==> src/rtl/limb_pkg.sv <==
// rtl/limb_pkg.sv - shared fetch/control types
// Word and address types plus the entry carried from fetch to control.
package limb_pkg;
  localparam int WORD_W = 32;

  typedef logic [WORD_W-1:0] word_t;
  typedef logic [WORD_W-1:0] addr_t;

  localparam addr_t DEFAULT_RESET_PC = '0;

  typedef struct packed {
    word_t instr;
    addr_t pc;
  } fetch_entry_t;
endpackage

==> src/rtl/fetch_buffer.sv <==
// rtl/fetch_buffer.sv - prefetch FIFO of fetch entries
// Head is read from storage registers; flush empties the queue without clearing storage.
module fetch_buffer
  import limb_pkg::*;
#(
  parameter int  DEPTH = 4,
  localparam int PW    = $clog2(DEPTH),
  localparam int CW    = $clog2(DEPTH + 1)
) (
  input  logic          clk,
  input  logic          rst,
  input  logic          push_i,
  input  fetch_entry_t  push_data_i,
  input  logic          pop_i,
  input  logic          flush_i,
  output fetch_entry_t  head_o,
  output logic          valid_o,
  output logic [CW-1:0] count_o
);
  fetch_entry_t  mem_q [DEPTH];
  logic [PW-1:0] wr_q;
  logic [PW-1:0] rd_q;
  logic [CW-1:0] count_q;
  logic          do_pop;

  assign do_pop = pop_i && (count_q != '0);

  always_ff @(posedge clk or posedge rst) begin
    if (rst) begin
      for (int i = 0; i < DEPTH; i++) mem_q[i] <= '0;
      wr_q    <= '0;
      rd_q    <= '0;
      count_q <= '0;
    end else if (flush_i) begin
      wr_q    <= '0;
      rd_q    <= '0;
      count_q <= '0;
    end else begin
      if (push_i) begin
        mem_q[wr_q] <= push_data_i;
        wr_q        <= wr_q + 1'b1;
      end
      if (do_pop) rd_q <= rd_q + 1'b1;
      case ({push_i, do_pop})
        2'b10:   count_q <= count_q + 1'b1;
        2'b01:   count_q <= count_q - 1'b1;
        default: count_q <= count_q;
      endcase
    end
  end

  assign head_o  = mem_q[rd_q];
  assign valid_o = (count_q != '0);
  assign count_o = count_q;
endmodule

==> src/rtl/instruction_fetch_unit.sv <==
// rtl/instruction_fetch_unit.sv - fetch PC, credit-based issue and return tracking
// Issues one RAM read per cycle while queue plus in-flight reads leave room.
module instruction_fetch_unit
  import limb_pkg::*;
#(
  parameter int    DEPTH    = 4,
  parameter addr_t RESET_PC = DEFAULT_RESET_PC
) (
  input  logic        clk,
  input  logic        rst,
  output logic [31:0] mem_a,
  output logic        mem_rw,
  input  logic [31:0] mem_dout,
  input  logic        redirect,
  input  logic [31:0] redirect_pc,
  output logic        instr_valid,
  input  logic        instr_ready,
  output logic [31:0] instr,
  output logic [31:0] instr_pc
);
  localparam int          CW      = $clog2(DEPTH + 1);
  localparam logic [CW:0] DEPTH_W = (CW + 1)'(DEPTH);

  addr_t         fetch_pc_q, fetch_pc_d;
  addr_t         req_pc_q, req_pc_d;
  logic          req_q, req_d;
  logic          issue;
  logic          push;
  logic          pop;
  logic [CW-1:0] q_count;
  fetch_entry_t  head;
  fetch_entry_t  ret_entry;

  // Pops are deliberately not credited, so a full queue never sees a push.
  assign issue     = !redirect && (({1'b0, q_count} + {{CW{1'b0}}, req_q}) < DEPTH_W);
  assign push      = req_q && !redirect;
  assign pop       = instr_valid && instr_ready;
  assign ret_entry = '{instr: mem_dout, pc: req_pc_q};

  always_comb begin
    fetch_pc_d = fetch_pc_q;
    req_pc_d   = req_pc_q;
    req_d      = 1'b0;
    if (redirect) begin
      fetch_pc_d = redirect_pc;
    end else if (issue) begin
      req_d      = 1'b1;
      req_pc_d   = fetch_pc_q;
      fetch_pc_d = fetch_pc_q + 32'd1;
    end
  end

  always_ff @(posedge clk or posedge rst) begin
    if (rst) begin
      fetch_pc_q <= RESET_PC;
      req_q      <= 1'b0;
      req_pc_q   <= '0;
    end else begin
      fetch_pc_q <= fetch_pc_d;
      req_q      <= req_d;
      req_pc_q   <= req_pc_d;
    end
  end

  fetch_buffer #(.DEPTH(DEPTH)) u_buf (
    .clk        (clk),
    .rst        (rst),
    .push_i     (push),
    .push_data_i(ret_entry),
    .pop_i      (pop),
    .flush_i    (redirect),
    .head_o     (head),
    .valid_o    (instr_valid),
    .count_o    (q_count)
  );

  assign mem_a    = fetch_pc_q;
  assign mem_rw   = 1'b0;
  assign instr    = head.instr;
  assign instr_pc = head.pc;
endmodule
==> config.mk <==
export PLATFORM = sky130hd
export DESIGN_NAME = instruction_fetch_unit
export DESIGN_NICKNAME = d
export VERILOG_FILES = /design/src/rtl/limb_pkg.sv /design/src/rtl/fetch_buffer.sv /design/src/rtl/instruction_fetch_unit.sv
export SDC_FILE = /design/constraint.sdc
export NUM_CORES = 1
export LEC_CHECK = 0
export CAP_MARGIN = 20
export CORE_UTILIZATION = 25
export CTS_CLUSTER_DIAMETER = 40
export DETAILED_ROUTE_END_ITERATION = 10
export SKIP_LAST_GASP = 1
export SLEW_MARGIN = 5
export SYNTH_ARGS = -nofsm -noshare
export SYNTH_HDL_FRONTEND = slang
export SYNTH_SLANG_ARGS = --single-unit
==> constraint.sdc <==
create_clock -name clk -period 30.6 [get_ports clk]
set_clock_uncertainty 0.1 [all_clocks]
set_input_delay 3.06 -clock clk [delete_from_list [all_inputs] [get_ports clk]]
set_output_delay 3.06 -clock clk [all_outputs]
set_load 0.05 [all_outputs]
## After elaboration in Yosys (flattened, before gate mapping)

Cells that the tools add are included.

- Add/sub/neg operators: 6
- Eq/ne operators: 2
- Bitwise operators: 3
- Multiplexer cells: 16
- Reduce and logical (&&, ||, !) cells: 13
- Magnitude comparators: 4

Operator list:

| cell | count |
|---|---|
| $bwmux 256 | 1 |
| $mux 64 | 3 |
| $bmux 64 s2 | 1 |
| $demux 64 s2 | 1 |
| $mux 32 | 2 |
| $add 32x1->32 const B | 1 |
| $mux 2 | 4 |
| $ge 3x3->1 const B | 2 |
| $not 2->3 | 2 |
| $pmux 3 s2 | 1 |
| $reduce_bool 2->1 | 3 |
| $reduce_bool 3->1 | 2 |
| $logic_and 1x1->1 | 5 |
| $add 2x1->2 const B | 2 |
| $add 3x1->4 | 1 |
| $lt 4x3->1 const B | 1 |
| $reduce_and 2->1 | 2 |
| $add 3x1->3 const B | 1 |
| $lt 3x1->1 const B | 1 |
| $mux 3 | 1 |
| $sub 3x1->3 const B | 1 |
| $eq 2x1->1 const B | 1 |
| $eq 2x2->1 const B | 1 |
| $mux 1 | 2 |
| other kinds (2) | 2 |

- Word-level logic and storage cells: 58
- Register bits after elaboration: 328
- Input port bits: 68

## Depth between registers and ports, before layout

- Depth after elaboration: 6
- Mapped depth: 8
- Mapped depth without buffers: 6

## Cells and area by module

Synthesis repeated with hierarchy kept, for this count alone.

- Cells, all modules: 981
- Area total of the unflattened synthesis: 16016.6 um2

Modules (own cells, without submodules):

| module | times used | area an instance (um2) | cells each |
|---|---|---|---|
| fetch_buffer | 1 | 12771.0 | 668 |
| instruction_fetch_unit | 1 | 3245.6 | 313 |

## Least setup slack after synthesis

Ideal clock, no wire load.

- Path type: register -> output
- From: reg u_buf.rd_q[1]
- To: out instr[17]
- Arrival: 1.831 ns
- Setup slack: 25.609 ns
- Data required time: 27.440 ns
- Cell stages (with the launch flop): 4
- Cell sequence: dfrtp_1 > clkbuf_1 > buf_2 > mux4_2

- Cells in the longest elaborated chain, start to end: 4

RTL lines:

| item | line | text |
|---|---|---|
| start: declaration | fetch_buffer.sv:22 | `logic [PW-1:0] rd_q;` |
| start signal: assignment | fetch_buffer.sv:43 | `if (do_pop) rd_q <= rd_q + 1'b1;` |
| $not 2->3 (implied by the code) | fetch_buffer.sv:52 | `assign head_o = mem_q[rd_q];` |
| $bmux 64 s2 | fetch_buffer.sv:52 |  |
| $mux 64 (implied by the code) (2 in series) | fetch_buffer.sv:52 |  |
| end: declaration | instruction_fetch_unit.sv:18 | `output logic [31:0] instr,` |

Every way passes these cells. The select of a mux whose other input is x is not followed.

## Worst setup path in the final report

- From: reg u_buf.rd_q[1]
- To: out instr_pc[30]

- Cells in the longest elaborated chain, start to end: 4

RTL lines:

| item | line | text |
|---|---|---|
| $not 2->3 (implied by the code) | fetch_buffer.sv:52 |  |
| $bmux 64 s2 | fetch_buffer.sv:52 |  |
| $mux 64 (implied by the code) (2 in series) | fetch_buffer.sv:52 |  |
| end: declaration | instruction_fetch_unit.sv:19 | `output logic [31:0] instr_pc` |

Every way passes these cells. The select of a mux whose other input is x is not followed.

==> impl_metrics.csv <==
group,metric,value,unit
sta,unrepaired_setup_endpoints_after_global_routing,"no",
detailed_routing,first_iter_violations,358,
synthesis,synth_seq_cells,328,
power,power.share.clock,30.4,%
synthesis,cell_type_with_the_largest_total_area_after_synthesis,"dfrtp_1",
clocking,path_clk_slew,50,ps
detailed_routing,post_drt_wl_per_cell,19.0,um
global_route,overflow_left_after_global_routing,0,
floorplanning,io_pins,166,
detailed_routing,final_antenna_net_count,0,
place,gp_congestion,0.713,
synthesis,cell_with_the_most_instances_after_synthesis,"dfrtp_1",
global_route,grt_pass1_wl,57.9,mm
power,comb_power_share,36.9,%
sta,fmaxAchievable,151,MHz
layout,post_route_cells_drive_above_1_share,40.5,%
global_route,antenna_found_initial,0,
setup_path,critPathCaptureType,"primary output",
setup_path,cp_num_buf_inv,2,
setup_path,critical_path.max_stage_delay,800,ps
detailed_routing,drt-pass1-iter-count,4,
setup_path,critPathLaunch,"u_buf.rd_q[1]",
hold_path,hold_path.startpoint,"u_buf.mem_q[188]",
power,power.static_leakage,7.97,nW
setup_path,cp.required,27440,ps
synthesis,syn-mean-instance-area,15.1,um2
synthesis,synth.area.top_cells,"dfrtp_1 (57%), mux2_2 (22%), mux4_2 (10%), clkbuf_1 (1.2%), or4_1 (0.93%)",
clocking,source_to_sink_clock_delay_at_the_later_pin_of_the_worst_skew_pair,600,ps
clocking,cts.repair.resized,0,
run_status,status,"complete, no violations",
layout,fillers,5467,
place,port_buffers,164,
synthesis,netlist_area,14500,um2
floorplanning,fp.dieArea,58800,um2
layout,n_antenna_cell,0,
sta,worstMarginPinSlew,977,ps
global_route,overall_global_routing_usage,12.7,%
synthesis,post_synth_edffs,0,
layout,area_growth_syn_to_layout,32.0,%
clocking,num_cts_buffers,60,
synthesis,yosys.area.top_type_share,56.8,%
layout,sequential_cell_area,8220,um2
sta,final-hold-violation-count,0,
floorplanning,die-height,242,um
clocking,postCtsSetupRepairBufs,0,
power,p_seq_share,32.7,%
run,max-cap-violations,0,
power,power.switching_fraction,35.8,%
power,cellInternalPower,1.45,mW
detailed_routing,route.detailed.vias_per_inst,4.62,
floorplanning,rows,87,
setup_path,crit_path_max_fanout,39,
power,total_power,2.26,mW
clocking,h_tree_lvl_count,2,
sta,final.min_clock_period,6630,ps
synthesis,most_frequent_cells_after_synthesis,"dfrtp_1 (328), mux2_2 (288), mux4_2 (64)",
sta,finalSetupViolations,0,
floorplanning,die_width,242,um
synthesis,cells_after_synth,959,
synthesis,netlist-cell-type-count,41,
clocking,cts_max_path_buffers,3,
global_route,grt_start_max_net_pins,177,
detailed_routing,finalWirelength,36.9,mm
global_route,grt_pass1_vias,9622,
sta,final_min_period_over_clock_period,21.7,%
layout,finish.net_count,1209,
synthesis,synth-main-ff-cell,"dfrtp_1",
clocking,holdBufCountCts,0,
power,p_per_area,119,nW/um2
layout,combined_area_of_the_multi_input_logic_cells,6010,um2
place,hpwl,23.0,mm
hold_path,hp_class,"flop to flop",
setup_path,criticalPathCategory,"flop to primary output",
setup_path,cp_top_family,"buffers and inverters",
clocking,tritoncts,"done",
synthesis,synth-seq-area-share,56.8,%
floorplanning,core,56700,um2
setup_path,cp_cell_sequence,"buf_4 > mux4_2 > clkdlybuf4s50_1",
floorplanning,initial_cell_density_of_the_core,25.5,%
setup_path,cpMaxStageDelayCell,"dfrtp_4",
power,switchingPower,0.810,mW
setup_path,worstReg2RegStart,"u_buf.count_o[0]",
synthesis,synth_warnings,0,
synthesis,share_of_async_settable_or_async_resettable_flops_after_synthesis,100,%
sta,tns,0,ps
power,worst_ir_drop_vdd,0.0770,mV
detailed_routing,num_vias,8961,
clocking,cts_root_buffer,"clkbuf_16",
detailed_routing,detail_route.drc_violations,0,
sta,final-max-slew-violation-count,0,
synthesis,synthesis.nets,1033,
setup_path,worstPathArrival,3470,ps
setup_path,startpoint_type,"flop",
clocking,cts_sinks,328,
sta,slew_headroom,34.8,%
power by group through the flow:
stage	clock network (mW)	logic [mW]	registers (mW)
6_report	0.689	0.835	0.740
5_1_grt	0.730	0.878	0.769
4_1_cts	0.707	0.847	0.742
3_5_place_dp	0	0.845	0.748
3_3_place_gp	0	0.832	0.739
2_1_floorplan	0	0.610	0.709
path summary, 6_finish.rpt:
| path | endpoint | depth (start not counted) | slack [ps] |
|---|---|---|---|
| worst max register to register | mem_a[25] | 5 | 27770 |
| max in group asynchronous | u_buf.rd_q[0] | 3 | 25970 |
| worst max-delay path | instr_pc[30] | 3 | 23970 |
| min in group asynchronous | u_buf.mem_q[117] | 2 | 2870 |
| worst min register to register | u_buf.mem_q[188] | 1 | 400 |
| worst min-delay path | u_buf.mem_q[188] | 1 | 400 |
registers in the layout (all words and copies together), names as in the netlist:
name,count
u_buf.mem_q,256
mem_a,32
req_pc_q,32
u_buf.count_o,3
u_buf.rd_q,2
u_buf.wr_q,2
req_q,1
per-layer routing:
| layer | part of all wire, % | wire length [um] | GRT usage, % | up-vias |
|---|---|---|---|---|
| met5 | 0 | 0 | 0 | - |
| met3 | 5.3 | 1950 | 3.16 | 49 |
| met2 | 47 | 17400 | 20.3 | 222 |
| li1 | - | - | - | 3986 |
| met4 | 1.9 | 715 | 3.70 | 0 |
| met1 | 46 | 16900 | 17.0 | 4704 |
cell families after synthesis:
family / count (synthesis) / share of synthesized area, %
compound gates: 56 / 2.45
mux: 355 / 32.6
xor+xnor: 12 / 0.727
buf+inv: 69 / 1.91
simple gates: 132 / 4.94
flops: 328 / 56.8
other cells: 1 / 0.0259
fa+ha+maj: 6 / 0.571
area by class of cell:
type	instances	area share, %
multi-input cells	562	31.5
clock buffers	72	8.42
well taps	756	4.96
clock inverters	40	2.72
flip-flops and latches	328	43.0
repair buffers	175	9.20
inverters	8	0.197
layout by cell type (no fill, tap or decap), drive strengths merged, types with 4 or more instances in the layout:
cell type / netlist / layout
dfrtp: 328 / 328
mux2: 288 / 288
clkdlybuf4s50: 0 / 164
clkbuf: 47 / 72
mux4: 64 / 64
nand2: 31 / 31
inv: 8 / 23
nor2: 22 / 22
or4: 18 / 18
a31oi: 17 / 17
nand3: 17 / 17
o21ai: 16 / 16
clkinv: 0 / 13
o31ai: 12 / 12
nand4: 12 / 12
buf: 14 / 11
bufinv: 0 / 9
or3: 8 / 8
xor2: 8 / 8
and4: 5 / 5
and3: 5 / 5
o211ai: 5 / 5
ha: 5 / 5
xnor2: 4 / 4
through the flow:
step / setup slack [ps] / cells / utilization, % / hold slack [ps] / area (um2)
floorplan: 18360 / 959 / - / 374 / 14500
global route: 23710 / 1941 / 33.7 / 404 / 19100
detailed placement: 24430 / 1828 / 29.9 / 387 / 16900
CTS: 23790 / 1940 / 33.6 / 399 / 19100
global placement: 24460 / 1828 / 29.9 / 381 / 16900
finish: 23970 / 1941 / 33.7 / 397 / 19100
No activity file was read; power rests on OpenSTA's default activity.
